File: config.mk
export PLATFORM = sky130hd
export DESIGN_NAME = csi_frame_packer
export DESIGN_NICKNAME = d
export VERILOG_FILES = /design/src/rtl/csi_frame_packer.sv
export SDC_FILE = /design/constraint.sdc
export NUM_CORES = 2
export LEC_CHECK = 0
export ABC_AREA = 1
export BUFFER_PORTS_ARGS = -buffer_cell sky130_fd_sc_hd__buf_2
export CAP_MARGIN = 10
export CORE_UTILIZATION = 30
export CTS_BUF_LIST = sky130_fd_sc_hd__clkbuf_4 sky130_fd_sc_hd__clkbuf_8
export CTS_CLUSTER_DIAMETER = 100
export CTS_CLUSTER_SIZE = 25
export DETAILED_ROUTE_END_ITERATION = 12
export GPL_ROUTABILITY_DRIVEN = 0
export PLACE_DENSITY = 0.53
export SYNTH_ARGS = -nofsm -noshare
export SYNTH_HDL_FRONTEND = slang
export SYNTH_SLANG_ARGS = --single-unit
File: constraint.sdc
create_clock -name clk_in -period 5.4 [get_ports clk_in]
set_clock_uncertainty 0.15 [all_clocks]
set_input_delay 0.54 -clock clk_in [delete_from_list [all_inputs] [get_ports clk_in]]
set_output_delay 0.54 -clock clk_in [all_outputs]
set_load 0.05 [all_outputs]
File: src/rtl/csi_frame_packer.sv
// rtl/csi_frame_packer.sv - buffers one CSI frame and emits it to DMA behind a 2-word header
// The input is never backpressured; frames that cannot be stored are dropped or discarded and counted.
module csi_frame_packer #(
    parameter int          FRAME_LEN = 64,
    parameter logic [15:0] MAGIC     = 16'hC510
) (
    input  logic        clk_in,
    input  logic        rst_in,
    input  logic        csi_axis_tvalid,
    input  logic        csi_axis_tlast,
    input  logic [31:0] csi_axis_tdata,
    output logic        csi_axis_tready,
    output logic        dma_axis_tvalid,
    output logic        dma_axis_tlast,
    output logic [31:0] dma_axis_tdata,
    input  logic        dma_axis_tready
);

    localparam int IDX_W = $clog2(FRAME_LEN);
    localparam logic [IDX_W-1:0] LAST_IDX = IDX_W'(FRAME_LEN - 1);

    typedef enum logic [2:0] {
        S_COLLECT,
        S_DISCARD,
        S_SEND_HDR0,
        S_SEND_HDR1,
        S_SEND_DATA
    } state_t;

    state_t             state_q, state_d;
    logic [IDX_W-1:0]   wr_idx_q, wr_idx_d;
    logic [IDX_W-1:0]   rd_idx_q, rd_idx_d;
    logic [15:0]        seq_q, seq_d;
    logic [15:0]        drop_cnt_q, drop_cnt_d;
    logic [15:0]        err_cnt_q, err_cnt_d;
    logic [31:0]        hdr1_q, hdr1_d;
    logic               mid_frame_q, mid_frame_d;
    logic               cause_drop_q, cause_drop_d;
    logic               out_valid_q, out_valid_d;
    logic               out_last_q, out_last_d;
    logic [31:0]        out_data_q, out_data_d;
    logic               mem_we;
    logic               drop_inc, err_inc;
    logic [31:0]        mem [FRAME_LEN];

    logic in_beat, out_beat;

    assign csi_axis_tready = ~rst_in;
    assign in_beat         = csi_axis_tvalid & csi_axis_tready;
    assign out_beat        = out_valid_q & dma_axis_tready;

    assign dma_axis_tvalid = out_valid_q;
    assign dma_axis_tlast  = out_last_q;
    assign dma_axis_tdata  = out_data_q;

    function automatic logic [15:0] sat_inc(input logic [15:0] v, input logic inc);
        return (inc && v != 16'hFFFF) ? v + 16'd1 : v;
    endfunction

    always_comb begin
        state_d      = state_q;
        wr_idx_d     = wr_idx_q;
        rd_idx_d     = rd_idx_q;
        seq_d        = seq_q;
        hdr1_d       = hdr1_q;
        mid_frame_d  = mid_frame_q;
        cause_drop_d = cause_drop_q;
        out_valid_d  = out_valid_q;
        out_last_d   = out_last_q;
        out_data_d   = out_data_q;
        mem_we       = 1'b0;
        drop_inc     = 1'b0;
        err_inc      = 1'b0;

        case (state_q)
            S_COLLECT: begin
                if (in_beat) begin
                    mem_we   = 1'b1;
                    wr_idx_d = wr_idx_q + IDX_W'(1);
                    if (csi_axis_tlast) begin
                        wr_idx_d = '0;
                        if (wr_idx_q == LAST_IDX) begin
                            state_d     = S_SEND_HDR0;
                            out_valid_d = 1'b1;
                            out_last_d  = 1'b0;
                            out_data_d  = {MAGIC, seq_q};
                            hdr1_d      = {drop_cnt_q, err_cnt_q};
                            mid_frame_d = 1'b0;
                        end else begin
                            err_inc = 1'b1;
                        end
                    end else if (wr_idx_q == LAST_IDX) begin
                        err_inc      = 1'b1;
                        wr_idx_d     = '0;
                        cause_drop_d = 1'b0;
                        state_d      = S_DISCARD;
                    end
                end
            end

            S_DISCARD: begin
                if (in_beat && csi_axis_tlast) begin
                    drop_inc = cause_drop_q;
                    state_d  = S_COLLECT;
                end
            end

            S_SEND_HDR0, S_SEND_HDR1, S_SEND_DATA: begin
                // Input arriving while the buffer is being drained is thrown away.
                if (in_beat) begin
                    drop_inc    = csi_axis_tlast;
                    mid_frame_d = ~csi_axis_tlast;
                end
                if (out_beat) begin
                    if (state_q == S_SEND_HDR0) begin
                        state_d    = S_SEND_HDR1;
                        out_data_d = hdr1_q;
                    end else if (state_q == S_SEND_HDR1) begin
                        state_d    = S_SEND_DATA;
                        out_data_d = mem[0];
                        out_last_d = 1'b0;
                        rd_idx_d   = IDX_W'(1);
                    end else if (out_last_q) begin
                        out_valid_d  = 1'b0;
                        out_last_d   = 1'b0;
                        out_data_d   = '0;
                        rd_idx_d     = '0;
                        seq_d        = seq_q + 16'd1;
                        cause_drop_d = 1'b1;
                        state_d      = mid_frame_d ? S_DISCARD : S_COLLECT;
                    end else begin
                        out_data_d = mem[rd_idx_q];
                        out_last_d = (rd_idx_q == LAST_IDX);
                        rd_idx_d   = rd_idx_q + IDX_W'(1);
                    end
                end
            end

            default: state_d = S_COLLECT;
        endcase

        drop_cnt_d = sat_inc(drop_cnt_q, drop_inc);
        err_cnt_d  = sat_inc(err_cnt_q, err_inc);
    end

    always_ff @(posedge clk_in) begin
        if (rst_in) begin
            state_q      <= S_COLLECT;
            wr_idx_q     <= '0;
            rd_idx_q     <= '0;
            seq_q        <= '0;
            drop_cnt_q   <= '0;
            err_cnt_q    <= '0;
            hdr1_q       <= '0;
            mid_frame_q  <= 1'b0;
            cause_drop_q <= 1'b0;
            out_valid_q  <= 1'b0;
            out_last_q   <= 1'b0;
            out_data_q   <= '0;
        end else begin
            state_q      <= state_d;
            wr_idx_q     <= wr_idx_d;
            rd_idx_q     <= rd_idx_d;
            seq_q        <= seq_d;
            drop_cnt_q   <= drop_cnt_d;
            err_cnt_q    <= err_cnt_d;
            hdr1_q       <= hdr1_d;
            mid_frame_q  <= mid_frame_d;
            cause_drop_q <= cause_drop_d;
            out_valid_q  <= out_valid_d;
            out_last_q   <= out_last_d;
            out_data_q   <= out_data_d;
        end
    end

    always_ff @(posedge clk_in) begin
        if (mem_we) begin
            mem[wr_idx_q] <= csi_axis_tdata;
        end
    end

endmodule

# Word-level counts from Yosys, hierarchy flattened
# Memory sizes are Yosys's and may differ from the RTL's. A register that Yosys moved wholly into a read port is not among the register bits.
# Cells that the tools add are included.
[totals]
wordCells = 121
mem_bits_rw = 2048
latchBits = 0
memories = 1
register_bits = 131
rom_bits = 0
inputBits = 37
output_inout_bits = 35
[op_classes]
n_eq_ne = 18
div = 0
bitwise_logic = 6
n_mul = 0
n_reduce_logical = 16
n_addsub = 5
n_shift = 0
order_cmp = 0
n_mux = 63
[memory_table]
columns = ["name", "words", "width", "read_ports", "rd_clocked_by_memory_dff", "write_ports", "line_no", "text"]
rows = [
  ["mem", 64, 32, 2, 1, 1, "44", "logic [31:0] mem [FRAME_LEN];"],
]
[ops]
columns = ["operator", "count"]
rows = [
  ["32-bit two-way mux", 7],
  ["32-bit case mux with 2 select lines", 1],
  ["16-bit by 1-bit adder with 16-bit output (second input constant)", 3],
  ["6-bit two-way mux", 6],
  ["1-bit two-way mux", 34],
  ["16-bit inequality test (second input constant)", 2],
  ["3-bit two-way mux", 9],
  ["2-bit inequality test (second input constant)", 9],
  ["8-bit AND reduction", 2],
  ["5-bit AND reduction", 3],
  ["6-bit by 1-bit adder with 6-bit output (second input constant)", 2],
  ["6-bit equality test (second input constant)", 2],
  ["1-bit case mux with 2 select lines", 5],
  ["3-bit case mux with 3 select lines", 1],
  ["4-bit AND reduction", 2],
  ["3-bit by 2-bit equality test with 1-bit output (second input constant)", 2],
  ["6-bit AND reduction", 1],
  ["4-bit inequality test (second input constant)", 1],
  ["1-bit NOT", 4],
  ["3-bit by 1-bit equality test with 1-bit output (second input constant)", 1],
  ["3-bit equality test (second input constant)", 1],
  ["1-bit logical AND", 3],
  ["3-bit logical NOT", 1],
  ["3-bit AND reduction", 1],
  ["4 further kinds", 5],
]

# Depth between registers and ports, before layout
[depth]
ltp_word = 10
depth_mapped = 16
mapped_depth_nobuf = 13

# Least setup slack after synthesis
# OpenSTA, ideal clock, no wires.
[synth_timing]
path_kind = "input to register"
start = "input port csi_axis_tvalid"
end = "memory mem[47][0] (enable)"
setup_ps = 461
path_slack_ps = 1355
t_required_ps = 4789
path_stages = 8
t_arrival_ps = 3434
path_buffers = 0
cell_sequence = "inv_1 > nor2_2 > nand2_4 > inv_2 > nand2_1 > nor2_1 > inv_1 > nor3_1"
[synth_between]
elab_chain_len = 5
[synth_rtl]
columns = ["item", "line_no", "text"]
rows = [
  ["start: declaration", "9", "input logic csi_axis_tvalid,"],
  ["1-bit AND", "49", "assign in_beat = csi_axis_tvalid & csi_axis_tready;"],
  ["1-bit two-way mux", "77", "if (in_beat) begin"],
  ["1-bit two-way mux", "75", "case (state_q)"],
  ["1-bit two-way mux", "177", "if (mem_we) begin"],
  ["1-bit two-way mux (implied by the code)", "178", "mem[wr_idx_q] <= csi_axis_tdata;"],
  ["end: declaration", "44", ""],
]
# No other way between the ends.

# Worst setup path after layout
[layout_timing]
start = "input port rst_in"
end = "memory mem[62][0] (enable)"
[layout_between]
elab_chain_len = 6
[layout_rtl]
columns = ["item", "line_no", "text"]
rows = [
  ["start: declaration", "8", "input logic rst_in,"],
  ["1-bit NOT", "48", "assign csi_axis_tready = ~rst_in;"],
  ["1-bit AND", "49", ""],
  ["1-bit two-way mux", "77", ""],
  ["1-bit two-way mux", "75", ""],
  ["1-bit two-way mux", "177", ""],
  ["1-bit two-way mux (implied by the code)", "178", ""],
]
# No other way between the ends.

==> flow_summary.json <==
{
  "drcViolationCount": 0,
  "hp-class": "primary input to register",
  "yosys-top-cells-count": "nand2_1, edfxtp_1, nand3_1",
  "wl_met1_mm": 119,
  "post-place-ws_ns": 1.48,
  "timing.rr.end": "dma_axis_tdata[0]",
  "met2_length_mm": 122,
  "cp-end-kind": "register",
  "cts_root_buffer": "clkbuf_8",
  "top_layer": "met5",
  "path_clk_slew_ns": 0.16,
  "ys_ff_latch": 2185,
  "synth_flop_cell": "edfxtp_1",
  "grt_max_degree": 173,
  "start_kind": "primary input",
  "min_delay_path_depth": 4,
  "rows": 199,
  "nets": 7591,
  "hpwl_mm": 147,
  "path_class": "primary input to register",
  "p_seq_share_pct": 71.2,
  "crit_end": "mem[62][0]",
  "fin_tns_setup_ns": 0,
  "clk_latency_ns": 0.93,
  "yosysSeqAreaShare_pct": 72.6,
  "core-area_mm2": 0.294,
  "worst-path-max-fanout": 32,
  "postRouteAntennaNets": 0,
  "ir_drop_v": 0.000207,
  "antenna_found_initial": 10,
  "vias": 57900,
  "powerDensity_mw_per_mm2": 272,
  "drt-total-wl_mm": 264,
  "synth_cell_types": 47,
  "die_area_mm2": 0.297,
  "synth-edff-count": 2048,
  "maxCapViolCount": 0,
  "p_switching_w": 0.00542,
  "period_needed_ns": 4.12,
  "tritoncts": "built",
  "crit_arrival_ns": 4.50,
  "finalMaxSlewViolations": 0,
  "synth.most_common_cell": "nand2_1",
  "fin_util_pct": 32.6,
  "grt-ovfl-total": 0,
  "synthCells": 7663,
  "p_comb_share_pct": 1.7,
  "fillCellCount": 29300,
  "cts.sinks": 2185,
  "r2r_cells": 15,
  "grt_usage_pct": 17.2,
  "drt_first_pass_iters": 6,
  "wl_met3_mm": 15.3,
  "worst_pin_slew_ns": 1.21,
  "drive_gt1_share_pct": 6.93,
  "cts_buffers": 98,
  "place.port_buffers": 71,
  "status": "completed",
  "syn_to_final_growth_pct": 8.06,
  "max_slew_margin_pct": 19.2,
  "reg2reg_slack_ns": 1.60,
  "ctsHtreeMaxLevel": 3,
  "cts_setup_buffers": 0,
  "vias_per_cell": 5.03,
  "hold_viol": 0,
  "timing.fmax_ghz": 0.242,
  "die_x_um": 545,
  "async_flop_share_pct": 0,
  "crit_required_ns": 5.78,
  "p_leak_nw": 32.3,
  "ctsHoldBuffers": 7,
  "die_h_um": 545,
  "fin_ws_ns": 1.28,
  "yosysTopAreaCell": "edfxtp_1",
  "grt_pass1_vias": 56000,
  "syn_area_per_cell_um2": 11.5,
  "setup_viol": 0,
  "grt_setup_unrepaired": "no",
  "num_io_pins": 72,
  "power.internal_w": 0.0206,
  "synth_nets": 7705,
  "whs_ns": 0.0680,
  "grt_pass1_wl_mm": 387,
  "mappedNetlistArea_mm2": 0.0885,
  "wire_per_inst_um": 22.9,
  "synth_warnings": 0,
  "ys_top_cells_by_area": "edfxtp_1, nand2_1, nand3_1",
  "start_util_pct": 30.1,
  "cts_resized": 0,
  "switching_share_pct": 20.8,
  "p_total_w": 0.0260,
  "dr.first_iter.drc_count": 6625,
  "period_share_pct": 76.4,
  "clkPwrFrac_pct": 27.1,
  "synth_top_area_share_pct": 69.5,
  "cts_buffer_depth": 3,
  "critPathLaunch": "rst_in"
}
cell families (layout without fill, tap and decap cells):
kind of cell,after synthesis,in the layout,synth area share (%)
xor gates and xnor gates,9,9,0.0891
AOI/OAI and AO/OA,402,402,2.53
adders and majority gates,5,5,0.0707
buffers and inverters,597,521,3.13
other,0,9,0
DFF,2185,2185,72.6
and+or+nand+nor,4465,4465,21.6
flip-flops by register name, indices dropped and copies added, names as in the netlist, named ones only:
register / cells
err_cnt_q: 16
mem: 2048
state_q: 3
dma_axis_tlast: 1
cause_drop_q: 1
rd_idx_q: 6
wr_idx_q: 6
dma_axis_tvalid: 1
hdr1_q: 32
seq_q: 16
dma_axis_tdata: 32
drop_cnt_q: 16
mid_frame_q: 1
per-layer routing:
| metal | global-route usage (%) | vias to the layer above |
|---|---|---|
| li1 | - | 26600 |
| met1 | 24.7 | 29200 |
| met2 | 27.7 | 1825 |
| met3 | 1.88 | 295 |
| met4 | 4.47 | 6 |
| met5 | 0 | - |
worst max-delay path, stage by stage:
cell           delay (ns)
dlygate4sd3_1        0.53
buf_2                0.13
nor2_2               0.20
dlygate4sd3_1        0.69
nand2_4              0.12
nor2_1               0.22
nand3_1              0.80
nor2_4               1.26
through the flow:
stage	cells	instance area (um2)
floorplan	7663	88500
global placement	11400	93800
detailed placement	11400	93800
CTS	11500	95600
global route	11500	95600
finish	11500	95600
power groups by stage:
| stage | Clock [W] | Combinational [W] | Sequential [W] |
|---|---|---|---|
| after floorplan | 0 | 0.0000774 | 0.0189 |
| after global placement | 0 | 0.000443 | 0.0189 |
| after detailed placement | 0 | 0.000453 | 0.0189 |
| after CTS | 0.00720 | 0.000456 | 0.0185 |
| after global routing | 0.00767 | 0.000486 | 0.0185 |
| final | 0.00705 | 0.000454 | 0.0185 |
final cells by class:
cell class,instances,area (um2),area share (%)
Inverter,113,455,0.476
Antenna cell,9,22.5,0.0235
Clock inverter,10,140,0.147
Clock buffer,128,1590,1.67
Sequential cell,2185,64300,67.2
Multi-Input combinational cell,4881,22000,23.0
Timing Repair Buffer,270,2280,2.39
Tap cell,3919,4900,5.13
layout by cell type, fill, tap and decap left out, drive strengths merged, types with 20 or more instances in the layout:
cell type | synthesis | layout
o21ai | 194 | 194
buf | 367 | 262
inv | 112 | 115
a221oi | 20 | 20
edfxtp | 2048 | 2048
a21oi | 116 | 116
o22ai | 37 | 37
nor3 | 40 | 40
clkbuf | 117 | 128
nor2 | 249 | 249
nand3 | 1661 | 1661
dfxtp | 137 | 137
nand2 | 2487 | 2487
worst min path at each step:
stage / end / slack [ns] / startpoint
after floorplan: drop_cnt_q[15] / 0.30 / drop_cnt_q[15]
after global placement: drop_cnt_q[15] / 0.30 / drop_cnt_q[15]
after detailed placement: drop_cnt_q[15] / 0.32 / drop_cnt_q[15]
after CTS: dma_axis_tvalid / 0.02 / dma_axis_tready
after global routing: dma_axis_tvalid / 0.05 / dma_axis_tready
final: dma_axis_tvalid / 0.07 / dma_axis_tready
Power figures use the tool's default switching activity.
